[config.mk]
export PLATFORM = sky130hd
export DESIGN_NAME = countdown_timer_8bit
export DESIGN_NICKNAME = d
export VERILOG_FILES = /design/src/rtl/countdown_timer_8bit_pkg.sv /design/src/rtl/countdown_timer_8bit_adder.sv /design/src/rtl/countdown_timer_8bit.sv
export SDC_FILE = /design/constraint.sdc
export NUM_CORES = 1
export LEC_CHECK = 0
export ABC_AREA = 0
export CAP_MARGIN = 25
export CORE_ASPECT_RATIO = 1.4
export CORE_MARGIN = 4
export CORE_UTILIZATION = 40
export CTS_CLUSTER_DIAMETER = 30
export DETAILED_ROUTE_END_ITERATION = 7
export PLACE_DENSITY = 0.75
export SYNTH_ARGS = -nofsm -noshare
export SYNTH_HDL_FRONTEND = slang
export SYNTH_SLANG_ARGS = --single-unit
[constraint.sdc]
create_clock -name clk -period 4.6 [get_ports clk]
set_clock_uncertainty 0.2 [all_clocks]
set_input_delay 0.69 -clock clk [delete_from_list [all_inputs] [get_ports clk]]
set_output_delay 0.69 -clock clk [all_outputs]
set_load 0.02 [all_outputs]
[src/rtl/countdown_timer_8bit_pkg.sv]
// countdown_timer_8bit_pkg: shared width, state encoding and state type for the countdown timer
package countdown_timer_8bit_pkg;
  localparam logic TIMER_IDLE = 1'b0;
  localparam logic TIMER_RUN = 1'b1;
  localparam int TIMER_WIDTH = 8;
  typedef enum logic {IDLE = TIMER_IDLE, RUN = TIMER_RUN} timer_state_t;
endpackage

[src/rtl/countdown_timer_8bit_adder.sv]
// adder_8bit: 8-bit ripple adder with carry in/out
module adder_8bit (
  input  logic [7:0] a,
  input  logic [7:0] b,
  input  logic       cin,
  output logic [7:0] sum,
  output logic       cout
);
  assign {cout, sum} = {1'b0, a} + {1'b0, b} + {8'd0, cin};
endmodule

[src/rtl/countdown_timer_8bit.sv]
// countdown_timer_8bit: loadable down-counter with one-shot/auto-reload expiry pulse
module countdown_timer_8bit
  import countdown_timer_8bit_pkg::*;
(
  input  logic                   clk,
  input  logic                   reset,
  input  logic                   load,
  input  logic [TIMER_WIDTH-1:0] load_value,
  input  logic                   start,
  input  logic                   stop,
  input  logic                   auto_reload,
  input  logic                   enable,
  output logic [TIMER_WIDTH-1:0] count,
  output logic                   busy,
  output logic                   done
);
  timer_state_t state;
  logic [TIMER_WIDTH-1:0] reload;
  logic [TIMER_WIDTH-1:0] dec;
  logic cout_unused;
  // adding 0xFF modulo 256 is count - 1
  adder_8bit u_dec (
    .a(count),
    .b(8'hFF),
    .cin(1'b0),
    .sum(dec),
    .cout(cout_unused)
  );
  assign busy = (state == RUN);
  always_ff @(posedge clk or posedge reset) begin
    if (reset) begin
      state <= IDLE;
      count <= '0;
      reload <= '0;
      done <= 1'b0;
    end else begin
      done <= 1'b0;
      if (load) begin
        count <= load_value;
        reload <= load_value;
        state <= IDLE;
      end else if (state == RUN) begin
        if (stop) state <= IDLE;
        else if (enable) begin
          if (count == 8'd1) begin
            done <= 1'b1;
            count <= auto_reload ? reload : dec;
            state <= auto_reload ? RUN : IDLE;
          end else count <= dec;
        end
      end else if (start && count != '0) state <= RUN;
    end
  end
endmodule

**Word level (Yosys, flattened, before mapping)**

Cells that the tools add are included.

- Shift-type cells: 0
- Reductions and logical operators: 5
- Multipliers: 0
- Divide/modulo/power cells: 0
- Magnitude comparators: 0
- Bitwise operators: 0
- Equal/unequal tests: 2
- $add $sub $neg: 1
- Mux-type cells: 18

Operators by type and width:

| cell | number |
|---|---|
| $mux 8 | 6 |
| $mux 1 | 12 |
| $add 8x8->8 const B | 1 |
| $eq 8x1->1 const B | 1 |
| $reduce_bool 8->1 | 1 |
| $reduce_bool 2->1 | 2 |
| $reduce_and 3->1 | 1 |
| $ne 2x2->1 const B | 1 |
| $logic_and 1x1->1 | 1 |

- Register bits: 18
- Word-level logic and storage cells: 30
- Memory bits (writable): 0
- Bits in latches: 0
- Memories kept: 0
- Bits of input ports: 15
- Bits in read-only memories: 0
- Output and inout bits: 10

**Depth between registers and ports, before layout**

Gate-level depths: netlist (run 1).

- Depth after elaboration: 7
- Depth in mapped cells: 6
- Gate-level depth less buffers: 6

**Cells and area by module**

A second synthesis (run 1) with hierarchy kept.

- Cells, all modules: 132
- Area total of the unflattened synthesis: 1243.7 sq um

Modules (own cells, without submodules):

| module | cells an instance | area each (sq um) | times used | seq. area each (sq um) |
|---|---|---|---|---|
| countdown_timer_8bit | 90 | 912.1 | 1 | 450.4 |
| adder_8bit | 42 | 331.6 | 1 | 0.0 |

**Least setup slack after synthesis (run 1)**

Ideal clock, no wire load.

- Path type: register to register
- From: reg count[1]
- To: reg count[6]
- Buffers on the path: 0
- Setup time: 146 ps
- Period minus slack after synthesis: 1905 ps
- Data required time: 4254 ps
- Slack: 2695 ps
- Stages on the path, launching flop included: 7
- Arrival time: 1559 ps
- Cell sequence: dfrtp_1 inv_1 ha_1 nand3b_2 mux2_2 nand3_1 o311ai_0

- Cells in the longest elaborated chain, start to end: 7
- Elaborated cells on any way between the ends: 8
- Classes of those cells: add/sub: 1; eq/ne: 1; mux: 6

Ends and longest elaborated chain:

| what | RTL line | RTL |
|---|---|---|
| start: declaration | countdown_timer_8bit.sv:13 | `output logic [TIMER_WIDTH-1:0] count,` |
| start signal: assignment | countdown_timer_8bit.sv:39 | `count <= load_value;` |
| start signal: assignment | countdown_timer_8bit.sv:47 | `count <= auto_reload ? reload : dec;` |
| $add 8x8->8 | countdown_timer_8bit_adder.sv:9 | `assign {cout, sum} = {1'b0, a} + {1'b0, b} + {8'd0, cin};` |
| $mux 8 | countdown_timer_8bit.sv:47 |  |
| $mux 8 (*) | countdown_timer_8bit.sv:45 | `if (count == 8'd1) begin` |
| $mux 8 (*) | countdown_timer_8bit.sv:44 | `else if (enable) begin` |
| $mux 8 (*) | countdown_timer_8bit.sv:43 | `if (stop) state <= IDLE;` |
| $mux 8 (*) | countdown_timer_8bit.sv:42 | `end else if (state == RUN) begin` |
| $mux 8 (*) | countdown_timer_8bit.sv:38 | `if (load) begin` |

Mark *: on every way between the ends. The rest lies on a longest branch, timed or not. The select of a mux whose other input is x is not followed.
A chain may end at the register's enable or synchronous reset.

**Worst setup path after layout (run 1)**

- From: in load
- To: reg count[4]

- Cells in the longest elaborated chain, start to end: 2
- Elaborated cells on any way between the ends: 5
- Classes of those cells: eq/ne: 1; mux: 1; reduce/logical: 3

Ends and longest elaborated chain:

| what | RTL line | RTL |
|---|---|---|
| start: declaration | countdown_timer_8bit.sv:7 | `input logic load,` |
| $ne 2x2->1 (no line) / $reduce_bool 2->1 (equally long branches) | n/a |  |
| $reduce_and 3->1 (no line) | n/a |  |

Parallel ways exist; a longest one is shown, timed or not.

==> results of run 1 <==
state kept, by name (all words and copies together), names as in the netlist:
register  cells
done          1
busy          1
reload        8
count         8
cell usage after synthesis, types with 2 or more instances:
cell | number | share of area (%)
a31o_2 | 2 | 1.6
a31oi_1 | 3 | 1.8
a21oi_1 | 4 | 1.9
nor3_1 | 2 | 0.94
buf_4 | 2 | 1.4
inv_1 | 10 | 3.5
mux2_2 | 3 | 3.2
nor2_1 | 3 | 1.1
nor4_1 | 3 | 1.8
nand2b_1 | 4 | 2.3
dfrtp_1 | 18 | 42
nand2_1 | 12 | 4.2
nand3_1 | 2 | 0.94
ha_1 | 3 | 3.5
o41ai_1 | 2 | 1.6
o21ai_0 | 13 | 6.1
kinds of logic after synthesis:
kind of cell             count (synthesis)  share of synthesized area (%)
multiplexers                             4                           4.09
AND/OR/NAND/NOR                         39                           21.9
adder cells (fa/ha/maj)                  3                           3.51
buffers and inverters                   14                           5.61
flip-flops                              18                           42.1
AO/OA/AOI/OAI                           36                           22.8
cell usage in the layout, fill, tap and decap left out, drive strengths merged, types with 2 or more instances in the layout:
| cell type | n |
|---|---|
| a31oi | 3 |
| nor4 | 3 |
| a21oi | 4 |
| o21ai | 13 |
| a31o | 2 |
| o311ai | 3 |
| inv | 10 |
| nand3b | 2 |
| nand2 | 12 |
| nand3 | 2 |
| dfrtp | 18 |
| nor3 | 3 |
| clkdlybuf4s50 | 24 |
| clkbuf | 4 |
| mux2 | 3 |
| or3 | 2 |
| ha | 3 |
| nor2 | 3 |
| nand2b | 4 |
| o41ai | 2 |
per-layer routing:
metal  track usage, %  vias up  share of wire [%]
li1                 -      471                  -
met1             20.2      462                 40
met2             25.1       47                 51
met3             1.94        7                5.7
met4             9.62        0                2.8
met5                0        -                  0
cell type report:
cell class	instances	area (um^2)	area share, %
clock buffer	4	36.3	2.65
inverter	11	41.3	3.01
multi-input combinational	82	559	40.8
sequential	18	450	32.9
tap	34	42.5	3.11
timing repair buffer	24	240	17.5
how the worst max path moves through the flow:
stage | start | end | slack, ns | cells after the start
floorplan | count[1] | count[6] | 2.70 | 6
global placement | load | count[5] | 1.74 | 5
detailed placement | load | count[4] | 1.65 | 5
CTS | load | count[4] | 1.96 | 5
global route | load | count[4] | 1.77 | 5
finish | load | count[4] | 1.95 | 5
metrics by stage:
step	hold slack, ns	setup WS [ns]
detailed placement	0.290	1.65
global route	0.351	1.77
global placement	0.270	1.74
floorplan	0.248	2.70
CTS	0.315	1.96
finish	0.312	1.95
power breakdown:
group	switching (uW)	internal (uW)	total [uW]
sequential	21.6	174	195
clock	52.6	48.5	101
combinational	57.2	53.1	110
total	131	275	407
==> impl_metrics.py, run 1 <==
metrics = {
    "sta": {
        "maxSlewHeadroom_pct": 48.0,
        "worst_slew_pin_slew_ns": 0.777,
        "share_of_the_clock_period_used_by_the_worst_path_pct": 57.5,
        "rsz0062_at_grt": "false",
        "max_freq_mhz": 378,
        "fin_crit_ns": 2.65,
        "setup-violations-final": 0,
        "finalHoldViolCount": 0,
        "final_max_slew_viol_count": 0,
        "tns_ns": 0,
    },
    "grt": {
        "initial_antenna_violation_count": 0,
        "track_usage_pct": 15.9,
        "grt_pass1_vias": 909,
        "grt_start_max_net_pins": 24,
        "grt_pass1_wl_mm": 4.37,
        "grt_remaining_overflow": 0,
    },
    "clock_network": {
        "cts_resized": 0,
        "cts_inserted_buffers": 3,
        "clk_path_buf_depth": 2,
        "clk-insertion-delay-late_ns": 0.31,
        "post_cts_repair_timing_setup_buffer_count": 0,
        "tritoncts": "built",
        "cts_hold_repair.buffers": 0,
        "h_tree_level_count": 1,
        "root_buffer": "clkbuf_4",
        "cts.clk_slew.worst_paths_ns": 0.11,
        "cts_sink_cnt": 18,
    },
    "drt": {
        "detail_route.vias_per_cell": 5.71,
        "drt_pre_antenna_iters": 4,
        "total_via_count_after_detailed_routing": 987,
        "dr.first_iter.drc_count": 43,
        "remaining_drc_errors": 0,
        "route.detailed.wl_per_inst_um": 15.1,
        "detailed_route_wire_length_mm": 2.61,
        "final_antenna_net_count": 0,
    },
    "placement": {
        "io_buffer_count": 24,
        "place_area_mm2": 0.00133,
        "placed_cells": 169,
        "gp_routability_congestion": 0.817,
        "dp_hpwl_mm": 1.89,
    },
    "floorplanning": {
        "die_height_um": 69.2,
        "initial_core_util_pct": 43.3,
        "dieArea_mm2": 0.00358,
        "die_width_um": 51.7,
        "core-area_mm2": 0.00247,
        "num_io_pins": 25,
        "fp-row-count": 21,
    },
    "power": {
        "vdd_ir_drop_max_v": 0.000155,
        "power.static_leakage_uw": 0.000562,
        "power.density_mw_per_mm2": 297,
        "report.power.total_uw": 407,
    },
    "synth": {
        "asyncSetResetFlopFracSynth_pct": 100,
        "synth_area_mm2": 0.00107,
        "post_synth.cell_area_avg_um2": 9.38,
        "postSynthRegisterBits": 18,
        "yosysSeqAreaShare_pct": 42.1,
        "post_synth_edffs": 0,
        "synth_warnings": 0,
        "synthCells": 114,
        "dominantRegCellSynth": "dfrtp_1",
        "mappedNetlistNets": 132,
        "post_synth_num_cell_types": 44,
    },
    "critical_path": {
        "timing.critical_path.from_type": "input pin",
        "slowest_stage": "clkdlybuf4s50_1",
        "timing.reg2reg.setup_slack_ns": 2.61,
        "endpoint_class_of_the_critical_path": "flip-flop",
        "timing.reg2reg.worst_path_depth": 6,
        "worstPathRequired_ns": 4.64,
        "worst-endpoint-arrival_ns": 2.68,
        "crit_family": "buffers and inverters",
        "crit_path_max_incr_delay_ns": 0.97,
        "critical_path.cell_chain": "clkdlybuf4s50_1 > clkinv_1 > nand2_1 > a31oi_1 > o21ai_0",
        "critical_path.reg2reg.endpoint": "count[2]",
        "worstPathMaxFanout": 23,
        "rr_startpoint": "count[1]",
        "worstSetupPathType": "in -> reg",
        "worstPathBufferInverterCount": 2,
    },
    "cells_and_area": {
        "layout.filler_cells": 246,
        "final_cell_count_no_fill": 173,
        "final_layout_size_suffix_gt1_share_pct": 11.5,
        "n_antenna_cell": 0,
        "design_area_mm2": 0.00137,
        "final_core_utilization_pct": 55.5,
        "layout.nets": 158,
        "areaGrowthSynthToFinish_pct": 28.1,
    },
    "worst_hold_path": {
        "hold_start": "reload[1]",
        "holdCritPathClass": "reg -> reg",
        "worst_hold_path.endpoint": "reload[1]",
        "min_delay_path_depth": 1,
    },
    "status": {
        "outcome": "completed",
    },
    "job": {
        "maxCapViolations": 0,
    },
}
(Power assumes the default switching activity.)
==> run 2, diff against run 1 <==
- clock period: 4.6 -> 2.56 ns (I/O delays scaled with it)
==> impl_metrics.py, run 2 (synthesized netlist as in run 1, its figures left out) <==
metrics = {
    "clock_network": {
        "cts_inserted_buffers": 3,
        "cts_hold_repair.buffers": 0,
        "cts.clk_slew.worst_paths_ns": 0.11,
        "tritoncts": "built",
        "root_buffer": "clkbuf_4",
        "clk-insertion-delay-late_ns": 0.30,
        "cts_sink_cnt": 18,
        "h_tree_level_count": 1,
        "post_cts_repair_timing_setup_buffer_count": 0,
        "cts_resized": 0,
        "clk_path_buf_depth": 2,
    },
    "sta": {
        "final_max_slew_viol_count": 0,
        "worst_slew_pin_slew_ns": 0.686,
        "setup-violations-final": 0,
        "maxSlewHeadroom_pct": 54.2,
        "tns_ns": 0,
        "rsz0062_at_grt": "false",
        "finalHoldViolCount": 0,
        "fin_crit_ns": 2.04,
        "share_of_the_clock_period_used_by_the_worst_path_pct": 79.8,
        "whs_ns": 0.274,
        "max_freq_mhz": 490,
    },
    "critical_path": {
        "endpoint_class_of_the_critical_path": "output pin",
        "worstSetupPathType": "reg -> out",
        "slowest_stage": "clkdlybuf4s50_1",
        "critical_path.cell_chain": "clkdlybuf4s50_1",
        "worstPathMaxFanout": 8,
        "crit_path_max_incr_delay_ns": 0.66,
        "worstPathRequired_ns": 1.98,
        "crit_family": "buffers and inverters",
        "timing.critical_path.from_type": "flip-flop",
        "worstPathBufferInverterCount": 1,
        "worst-endpoint-arrival_ns": 1.46,
    },
    "job": {
        "maxCapViolations": 0,
    },
    "status": {
        "outcome": "completed",
    },
    "power": {
        "vdd_ir_drop_max_v": 0.000293,
        "power.density_mw_per_mm2": 527,
        "power.static_leakage_uw": 0.000572,
    },
    "drt": {
        "dr.first_iter.drc_count": 54,
        "drt_pre_antenna_iters": 4,
        "final_antenna_net_count": 0,
        "route.detailed.wl_per_inst_um": 15.3,
        "total_via_count_after_detailed_routing": 1013,
        "remaining_drc_errors": 0,
        "detailed_route_wire_length_mm": 2.68,
        "detail_route.vias_per_cell": 5.79,
    },
    "grt": {
        "grt_remaining_overflow": 0,
        "grt_pass1_vias": 999,
        "grt_start_max_net_pins": 19,
        "track_usage_pct": 16.4,
        "grt_pass1_wl_mm": 4.61,
        "initial_antenna_violation_count": 0,
    },
    "placement": {
        "io_buffer_count": 24,
        "placed_cells": 171,
        "gp_routability_congestion": 0.867,
        "dp_hpwl_mm": 1.97,
    },
    "cells_and_area": {
        "layout.nets": 160,
        "n_antenna_cell": 0,
        "final_core_utilization_pct": 56.1,
        "layout_commonest_cell": "clkdlybuf4s50_1",
        "final_cell_mix": "clkdlybuf4s50_1 (24), dfrtp_1 (18), o21ai_0 (13), nand2_1 (12), inv_1 (10)",
        "reg.largest.list": "count: 8 flops, reload: 8 flops",
        "areaGrowthSynthToFinish_pct": 29.5,
        "final_cell_count_no_fill": 175,
        "final_layout_size_suffix_gt1_share_pct": 12.8,
    },
    "floorplanning": {
        "num_io_pins": 25,
        "core-area_mm2": 0.00247,
        "initial_core_util_pct": 43.3,
        "dieArea_mm2": 0.00358,
        "fp-row-count": 21,
        "die_width_um": 51.7,
        "die_height_um": 69.2,
    },
    "worst_hold_path": {
        "holdCritPathClass": "in -> async",
    },
}
==> run 2: worst paths after layout <==
kind | depth (start not counted) | start | endpoint | slack [ns]
max | 1 | count[2] | count[2] | 0.52
min | 2 | reset | reload[3] | 0.27
max reg2reg | 6 | count[1] | count[4] | 0.54
min reg2reg | 1 | reload[5] | reload[5] | 0.33
max in group asynchronous | 2 | reset | reload[7] | 1.45
min in group clk | 1 | reload[5] | reload[5] | 0.33
==> run 2: per-stage QoR <==
stage	total power, uW	area [um^2]	worst slack, ns
CTS	731	1390	0.523
global placement	549	1350	0.451
floorplan	467	1070	0.655
finish	731	1390	0.517
global route	769	1390	0.399
detailed placement	555	1350	0.398
==> run 2: final cells by class <==
cell class / instances / area [um^2]
multi-input combinational: 82 / 559
sequential: 18 / 450
clock buffer: 4 / 36.3
inverter: 11 / 41.3
tap: 34 / 42.5
fill: 242 / 1080
timing repair buffer: 26 / 255
==> run 2: power by group <==
| part | internal (uW) | leakage (uW) | switching (uW) |
|---|---|---|---|
| Clock | 86.8 | 0.0000210 | 91.1 |
| Combinational | 97.0 | 0.000333 | 104 |
| Sequential | 312 | 0.000218 | 40.0 |
==> run 2: layer usage <==
| layer | share of wire, % | GRT usage [%] | vias up |
|---|---|---|---|
| met5 | 0 | 0 | - |
| met4 | 1.7 | 7.00 | 0 |
| met3 | 6.1 | 2.58 | 7 |
| met2 | 53 | 27.9 | 46 |
| met1 | 40 | 19.9 | 483 |
| li1 | - | - | 477 |
==> run 3, diff against run 2 <==
- clock period: 2.56 -> 1.9 ns (I/O delays scaled with it)
==> impl_metrics.py, run 3 (synthesized netlist as in run 1, its figures left out) <==
metrics = {
    "floorplanning": {
        "core-area_mm2": 0.00247,
        "die_height_um": 69.2,
        "dieArea_mm2": 0.00358,
        "die_width_um": 51.7,
        "initial_core_util_pct": 43.3,
        "num_io_pins": 25,
        "fp-row-count": 21,
    },
    "critical_path": {
        "crit_path_max_incr_delay_ns": 0.63,
        "worstPathBufferInverterCount": 1,
        "timing.critical_path.from_type": "flip-flop",
        "worst-endpoint-arrival_ns": 1.35,
        "endpoint_class_of_the_critical_path": "output pin",
        "slowest_stage": "clkdlybuf4s50_1",
        "worstPathRequired_ns": 1.41,
        "startpoint": "count[4]",
        "worstPathMaxFanout": 4,
        "crit_family": "buffers and inverters",
        "worstSetupPathType": "reg -> out",
        "critical_path.cell_chain": "clkdlybuf4s50_1",
        "rr_startpoint": "count[5]",
    },
    "sta": {
        "maxSlewHeadroom_pct": 76.6,
        "postLayoutSetupSlackWorst_ns": 0.0617,
        "setup-violations-final": 0,
        "tns_ns": 0,
        "rsz0062_at_grt": "true",
        "max_freq_mhz": 544,
        "whs_ns": 0.00386,
        "share_of_the_clock_period_used_by_the_worst_path_pct": 96.8,
        "worst_slew_pin_slew_ns": 0.348,
        "finalHoldViolCount": 0,
        "final_max_slew_viol_count": 0,
        "fin_crit_ns": 1.84,
    },
    "cells_and_area": {
        "register_area_um2": 452,
        "layout.nets": 171,
        "final_cell_count_no_fill": 186,
        "areaGrowthSynthToFinish_pct": 39.8,
        "reg.largest.list": "count: 8 flops, reload: 8 flops",
        "final_layout_size_suffix_gt1_share_pct": 21.7,
        "final_cell_mix": "dfrtp_1 (17), clkdlybuf4s50_1 (17), o21ai_0 (13), buf_4 (13), nand2_1 (12)",
        "multiInputGateArea_um2": 587,
        "n_antenna_cell": 0,
        "layout.filler_cells": 240,
    },
    "drt": {
        "detail_route.vias_per_cell": 5.69,
        "final_antenna_net_count": 0,
        "route.detailed.wl_per_inst_um": 15.1,
        "dr.first_iter.drc_count": 35,
        "total_via_count_after_detailed_routing": 1059,
        "drt_pre_antenna_iters": 4,
        "detailed_route_wire_length_mm": 2.81,
        "remaining_drc_errors": 0,
    },
    "clock_network": {
        "cts_sink_cnt": 18,
        "post_cts_repair_timing_setup_buffer_count": 0,
        "root_buffer": "clkbuf_4",
        "clk-insertion-delay-late_ns": 0.30,
        "cts.clk_slew.worst_paths_ns": 0.11,
        "h_tree_level_count": 1,
        "tritoncts": "built",
        "cts_inserted_buffers": 3,
        "clk_path_buf_depth": 2,
    },
    "placement": {
        "gp_routability_congestion": 0.915,
        "worst_setup_slack_post_dpl_ns": -0.0793,
        "io_buffer_count": 24,
        "dp_hpwl_mm": 2.15,
        "placed_cells": 182,
    },
    "grt": {
        "grt_pass1_wl_mm": 4.89,
        "grt_remaining_overflow": 0,
        "grt_start_max_net_pins": 14,
        "track_usage_pct": 17.8,
        "grt_pass1_vias": 1088,
        "initial_antenna_violation_count": 0,
    },
    "power": {
        "seqPwrFrac_pct": 44.6,
        "clock_power_share_pct": 24.3,
        "power.switching_uw": 334,
        "power.switching_fraction_pct": 32.8,
        "combinational_share_of_power_pct": 31.1,
        "vdd_ir_drop_max_v": 0.000447,
        "power.static_leakage_uw": 0.000671,
        "report.power.total_uw": 1020,
        "p_int_uw": 685,
        "power.density_mw_per_mm2": 682,
    },
    "job": {
        "maxCapViolations": 0,
    },
    "status": {
        "outcome": "completed",
    },
    "worst_hold_path": {
        "holdCritPathClass": "in -> async",
    },
}
run 3: cell count changes in the layout (fill, tap and decap cells not counted), moves of 2 or more:
cell,change
buf_4,+11
dlymetal6s2s_1,+2
clkdlybuf4s50_1,-7
dlygate4sd2_1,+5
run 3: layout make-up:
cell class	count	area share (%)
Clock buffer	4	2.43
Inverter	11	2.76
Multi-Input combinational cell	82	39.2
Sequential cell	18	30.2
Tap cell	34	2.85
Timing Repair Buffer	37	22.5
run 3: power by group through the flow:
stage	combinational, uW	clock (uW)	sequential, uW
after floorplan	136	0	494
after global placement	313	0	460
after detailed placement	318	0	461
after CTS	310	255	453
after global routing	345	273	461
final	317	248	455
run 3: metrics by stage:
step / instance area [um^2] / utilization, %
floorplan: 1070 / -
global placement: 1430 / 58.0
detailed placement: 1430 / 58.0
CTS: 1460 / 59.2
global route: 1500 / 60.5
finish: 1500 / 60.5
run 3: worst paths after layout:
| path | endpoint | slack, ns | depth (start not counted) |
|---|---|---|---|
| max in group asynchronous | count[7] | 1.04 | 3 |
| min reg2reg | reload[5] | 0.31 | 1 |
| max reg2reg | count[0] | 0.10 | 4 |
| max | count[4] | 0.06 | 1 |
| min | reload[0] | 0.004 | 2 |
| min in group clk | reload[5] | 0.31 | 1 |
run 3: routing by layer:
metal	vias up	part of all wire, %	track usage (%)
li1	501	-	-
met1	512	41	21.7
met2	38	51	28.8
met3	8	4.6	1.94
met4	0	3.2	11.7
met5	-	0	0
run 3: repair_timing:
| action | 4_1_cts | 5_1_grt |
|---|---|---|
| pin swaps | 0 | 0 |
| hold buffers | 0 | 0 |
| setup endpoints to repair | 5 | 5 |
| gates resized for setup | 5 | 6 |
| hold endpoints to repair | 0 | 0 |
